### src/rtl/iter_mul_unit.sv
// Iterative shift-and-add multiplier for RV32M MUL/MULH/MULHSU/MULHU.
// Magnitudes are multiplied over WIDTH RUN cycles; one FIX cycle applies the sign.
module iter_mul_unit #(
   parameter int unsigned WIDTH = 32
) (
   input  logic             clk,
   input  logic             reset,
   input  logic             start_valid,
   output logic             start_ready,
   input  logic [1:0]       op,
   input  logic [WIDTH-1:0] a,
   input  logic [WIDTH-1:0] b,
   output logic             result_valid,
   input  logic             result_ready,
   output logic [WIDTH-1:0] result,
   output logic             busy
);
   localparam int unsigned CntW = $clog2(WIDTH);

   typedef enum logic [1:0] {StIdle, StRun, StFix, StDone} state_e;

   state_e           r_state;
   logic [1:0]       r_op;
   logic             r_neg;
   logic [WIDTH-1:0] r_mag_a;
   logic [WIDTH-1:0] r_hi;
   logic [WIDTH-1:0] r_lo;
   logic [CntW-1:0]  r_cnt;
   logic             r_result_valid;
   logic [WIDTH-1:0] r_result;
   logic             r_busy;

   logic               w_a_signed;
   logic               w_b_signed;
   logic [WIDTH-1:0]   w_abs_a;
   logic [WIDTH-1:0]   w_abs_b;
   logic [WIDTH:0]     w_sum;
   logic [2*WIDTH-1:0] w_acc;
   logic [2*WIDTH-1:0] w_prod;

   always_comb begin
      w_a_signed = (op == 2'b01) || (op == 2'b10);
      w_b_signed = (op == 2'b01);
      // Most-negative value negates to itself, which is the correct unsigned magnitude.
      w_abs_a    = (w_a_signed && a[WIDTH-1]) ? -a : a;
      w_abs_b    = (w_b_signed && b[WIDTH-1]) ? -b : b;
      w_sum      = {1'b0, r_hi} + (r_lo[0] ? {1'b0, r_mag_a} : '0);
      w_acc      = {r_hi, r_lo};
      w_prod     = r_neg ? -w_acc : w_acc;
   end

   assign start_ready  = (r_state == StIdle);
   assign result_valid = r_result_valid;
   assign result       = r_result;
   assign busy         = r_busy;

   always_ff @(posedge clk) begin
      if (reset) begin
         r_state        <= StIdle;
         r_op           <= 2'b00;
         r_neg          <= 1'b0;
         r_mag_a        <= '0;
         r_hi           <= '0;
         r_lo           <= '0;
         r_cnt          <= '0;
         r_result_valid <= 1'b0;
         r_result       <= '0;
         r_busy         <= 1'b0;
      end else begin
         unique case (r_state)
            StIdle: begin
               if (start_valid) begin
                  r_op    <= op;
                  r_mag_a <= w_abs_a;
                  r_neg   <= (w_a_signed & a[WIDTH-1]) ^ (w_b_signed & b[WIDTH-1]);
                  r_hi    <= '0;
                  r_lo    <= w_abs_b;
                  r_cnt   <= '0;
                  r_busy  <= 1'b1;
                  r_state <= StRun;
               end
            end
            StRun: begin
               // Shift right by one with the adder carry entering the MSB.
               r_hi  <= w_sum[WIDTH:1];
               r_lo  <= {w_sum[0], r_lo[WIDTH-1:1]};
               r_cnt <= r_cnt + CntW'(1);
               if (r_cnt == CntW'(WIDTH - 1)) begin
                  r_state <= StFix;
               end
            end
            StFix: begin
               r_result       <= (r_op == 2'b00) ? w_prod[WIDTH-1:0] : w_prod[2*WIDTH-1:WIDTH];
               r_result_valid <= 1'b1;
               r_state        <= StDone;
            end
            StDone: begin
               if (result_ready) begin
                  r_result_valid <= 1'b0;
                  r_busy         <= 1'b0;
                  r_state        <= StIdle;
               end
            end
            default: r_state <= StIdle;
         endcase
      end
   end

endmodule
### config.mk
export PLATFORM = sky130hd
export DESIGN_NAME = iter_mul_unit
export DESIGN_NICKNAME = d
export VERILOG_FILES = /design/src/rtl/iter_mul_unit.sv
export SDC_FILE = /design/constraint.sdc
export NUM_CORES = 1
export LEC_CHECK = 0
export ABC_CLOCK_PERIOD_IN_PS = 3650
export CORE_MARGIN = 1
export CORE_UTILIZATION = 59
export CTS_BUF_LIST = sky130_fd_sc_hd__clkbuf_4
export DETAILED_ROUTE_END_ITERATION = 12
export GPL_TIMING_DRIVEN = 0
export PLACE_DENSITY = 0.83
export SKIP_LAST_GASP = 1
export SYNTH_ARGS = -nofsm -noshare
export SYNTH_HDL_FRONTEND = slang
export SYNTH_SLANG_ARGS = --single-unit
### constraint.sdc
create_clock -name clk -period 3.65 [get_ports clk]
set_input_delay 0.365 -clock clk [delete_from_list [all_inputs] [get_ports clk]]
set_output_delay 0.365 -clock clk [all_outputs]
set_load 0.02 [all_outputs]
==> results by group <==
Timing
  • Hold WS: 0.3920 ns
  • Least-Margin Pin Slew: 0.8650 ns
  • Max-slew violations: 0
  • Max frequency: 278.0 MHz
  • Final hold vios: 0
  • RSZ-0062 raised after global routing: yes
  • Final Cycle Share: 98.54%
  • Worst Skew: 0.03225 ns
  • Rel. slew slack: 41.55%
  • Final setup fails: 0
  • Final worst path period need: 3.597 ns

Floorplan
  • Core area: 16060 um2
  • Die Span X: 131.2 um
  • # rows: 46
  • Die ar.: 17210 um2
  • Die Y: 131.2 um
  • Starting Density: 61.31%
  • I/O Pins: 105

Yosys
  • Most common cell in the netlist: nor2_1
  • Ys Warns: 0
  • Cells after Synth: 1253
  • Commonest cells post-synth: nor2_1 (150), dfxtp_1 (140), nand2_1 (98)
  • EDFF count, synth: 0
  • Number of distinct library cells after synthesis: 75
  • Async SR Flop Fraction: 0%
  • FF+latch count, synth: 140
  • Largest area contributor in the netlist: dfxtp_1
  • Synth area leaders: dfxtp_1 (28%), xnor2_1 (7.0%), nor2_1 (5.7%)
  • Sequential area share after synthesis: 28.47%
  • Top cell type's share of synthesized area: 28.47%
  • Synth Cell Area: 9844 um2
  • Most common flop cell mapped by yosys: dfxtp_1
  • Synthesized netlist net count: 1366
  • Post-Syn Area per Cell: 7.857 um2

Clock tree
  • Worst-Skew Late Latency: 0.59 ns
  • Clock Sinks: 140
  • Reg clk slew, reported paths: 0.13 ns
  • CTS H-tree depth: 4
  • Clk buf depth: 2
  • CTS tree: done
  • Root Buffer Master: clkbuf_4
  • CTS buffer count: 17

Cells and area
  • Area growth, synth to finish: 16.87%
  • Share of cells above drive strength 1: 4.604%
  • Fillers: 1351
  • Final nets: 1490
  • Finished Layout Cells: 1608
  • Finished Cell Area: 11500 um2
  • Multi-input logic area: 6665 um2
  • Register area: 2804 um2

Detailed routing
  • DRC viols: 0
  • Wire per inst: 19.31 um
  • Drt total wl: 31050 um
  • Routed Antenna Nets: 0
  • Vias: 10390
  • Router iterations before antenna repair: 7
  • Vias/cell: 6.459
  • Initial DRC Count: 1242

Setup path
  • Crit Path Category: register to register
  • Data arrival time of the critical path: 4.06 ns
  • Crit path launch type: register
  • CP Capture Type: register
  • CP Data Required Time: 4.12 ns
  • Crit path max fanout: 10

Place
  • DP HPWL: 23640 um
  • Placed inst area: 11150 um2
  • Placed Instances: 1572
  • Number of port buffers: 103
  • Final GP Congestion: 0.9723

Global route
  • First-pass GRT wire length: 49020 um
  • GRT overflow: 0
  • Vias in the first global route: 9308
  • Largest net degree at the start of global routing: 17
  • Initial antenna violation count: 1
  • GR Util All Layers: 35.63%

Pwr
  • Clock network fraction of design power: 15.1%
  • Int Power: 0.003672 W
  • Switching power: 0.003339 W
  • PD cells: 609.5 nW/um2
  • Maximum vdd drop: 0.4560 mV
  • Overall power: 0.007012 W
  • Logic pwr share: 53.1%
  • Leakage: 4.363 nW
  • Share of power burned in registers: 31.9%
  • Switching share of total power: 47.63%

Status
  • Status: finished clean

Worst hold path
  • HP Class: primary input to register

Job
  • Max-Cap Viols: 0
logic make-up (layout without fill, tap and decap cells):
group / after synthesis / count (layout) / synth area share, %
compound gates: 376 / 376 / 26.40
xor+xnor: 132 / 132 / 11.74
fa+ha+maj: 43 / 43 / 5.541
buf+inv: 109 / 246 / 4.270
flops: 140 / 140 / 28.47
mux: 6 / 6 / 0.6228
other cells: 0 / 2 / 0
simple gates: 447 / 447 / 22.95
critical path, cell delays in order (launching register included):
cell and delay, ns:
dfxtp_2 0.54, clkbuf_2 0.26, and2_1 0.16, ha_1 0.27, a211oi_1 0.47, o221ai_2 0.27, a311oi_2 0.40, o41ai_1 0.19
a31oi_1 0.34, o21ai_0 0.19, xor2_1 0.17, a22o_1 0.22
state kept, by name, summed over array words and instances, names as in the netlist:
register      cells
r_lo             32
r_mag_a          32
r_cnt             5
result           32
r_neg             1
r_op              2
result_valid      1
busy              1
r_state           2
r_hi             32
power groups by stage:
stage,registers (W),logic (W),clock network (W)
floorplan,0.00225,0.00235,0
global placement,0.00221,0.00352,0
detailed placement,0.00223,0.00357,0
CTS,0.00221,0.00358,0.00105
global route,0.00227,0.00400,0.00112
finish,0.00223,0.00372,0.00106
path summary, 6_finish.rpt:
| check | from | slack [ns] | end | depth (start not counted) |
|---|---|---|---|---|
| setup / recovery | r_lo[0] | 0.05 | r_hi[26] | 11 |
| hold / removal | a[1] | 0.39 | r_mag_a[1] | 3 |
| setup reg to reg | r_lo[0] | 0.05 | r_hi[26] | 11 |
| hold reg to reg | r_mag_a[0] | 0.46 | r_mag_a[0] | 2 |
layout by cell type, fill, tap and decap left out, types with 12 or more instances in the layout:
cell type | Yosys | layout
nand3_1 | 22 | 22
a311oi_1 | 14 | 12
nand2_1 | 98 | 98
a31oi_1 | 13 | 13
o41ai_1 | 16 | 15
nand2b_1 | 24 | 24
or4_1 | 13 | 13
nor3_1 | 24 | 24
or3_1 | 21 | 21
a22o_1 | 18 | 18
and2_1 | 39 | 39
ha_1 | 42 | 42
a21oi_1 | 87 | 87
dfxtp_1 | 140 | 139
clkbuf_4 | 0 | 17
nor2_1 | 150 | 149
xnor2_1 | 79 | 79
o21ai_0 | 65 | 65
inv_1 | 28 | 28
a211oi_1 | 33 | 33
o31ai_1 | 27 | 27
xor2_1 | 53 | 53
a21o_1 | 12 | 12
clkdlybuf4s50_1 | 0 | 103
a222oi_1 | 23 | 23
clkbuf_1 | 68 | 65
layer usage:
| metal | vias up | wire (um) | GRT usage, % |
|---|---|---|---|
| li1 | 4858 | - | - |
| met1 | 4824 | 13260 | 48.35 |
| met2 | 602 | 13570 | 55.17 |
| met3 | 102 | 3043 | 7.137 |
| met4 | 0 | 1181 | 14.12 |
| met5 | - | 0 | 0 |
through the flow:
step	setup TNS, ns	util, %	setup slack (ns)
after floorplan	0	-	0.4546
after global placement	-3.493	69.41	-0.6653
after detailed placement	-3.325	69.41	-0.6572
after CTS	0	71.37	0.03987
after global routing	-0.06698	71.65	-0.01833
final	0	71.65	0.05319
what timing repair did:
item	4_1_cts	5_1_grt
pin swaps	1	2
setup endpoints to repair	18	14
cloned	0	0
gates resized for setup	6	7
hold buffers	0	0
buffers inserted	1	2
layout make-up:
| class | instances | share of cell area [%] |
|---|---|---|
| buffer | 80 | 2.730 |
| clock inverter | 15 | 1.392 |
| multi-input combinational | 1004 | 57.93 |
| antenna | 2 | 0.04350 |
| sequential | 140 | 24.37 |
| timing repair buffer | 106 | 9.157 |
| clock buffer | 17 | 1.109 |
| inverter | 28 | 0.9135 |
| tap | 216 | 2.349 |
(Power assumes the default switching activity.)
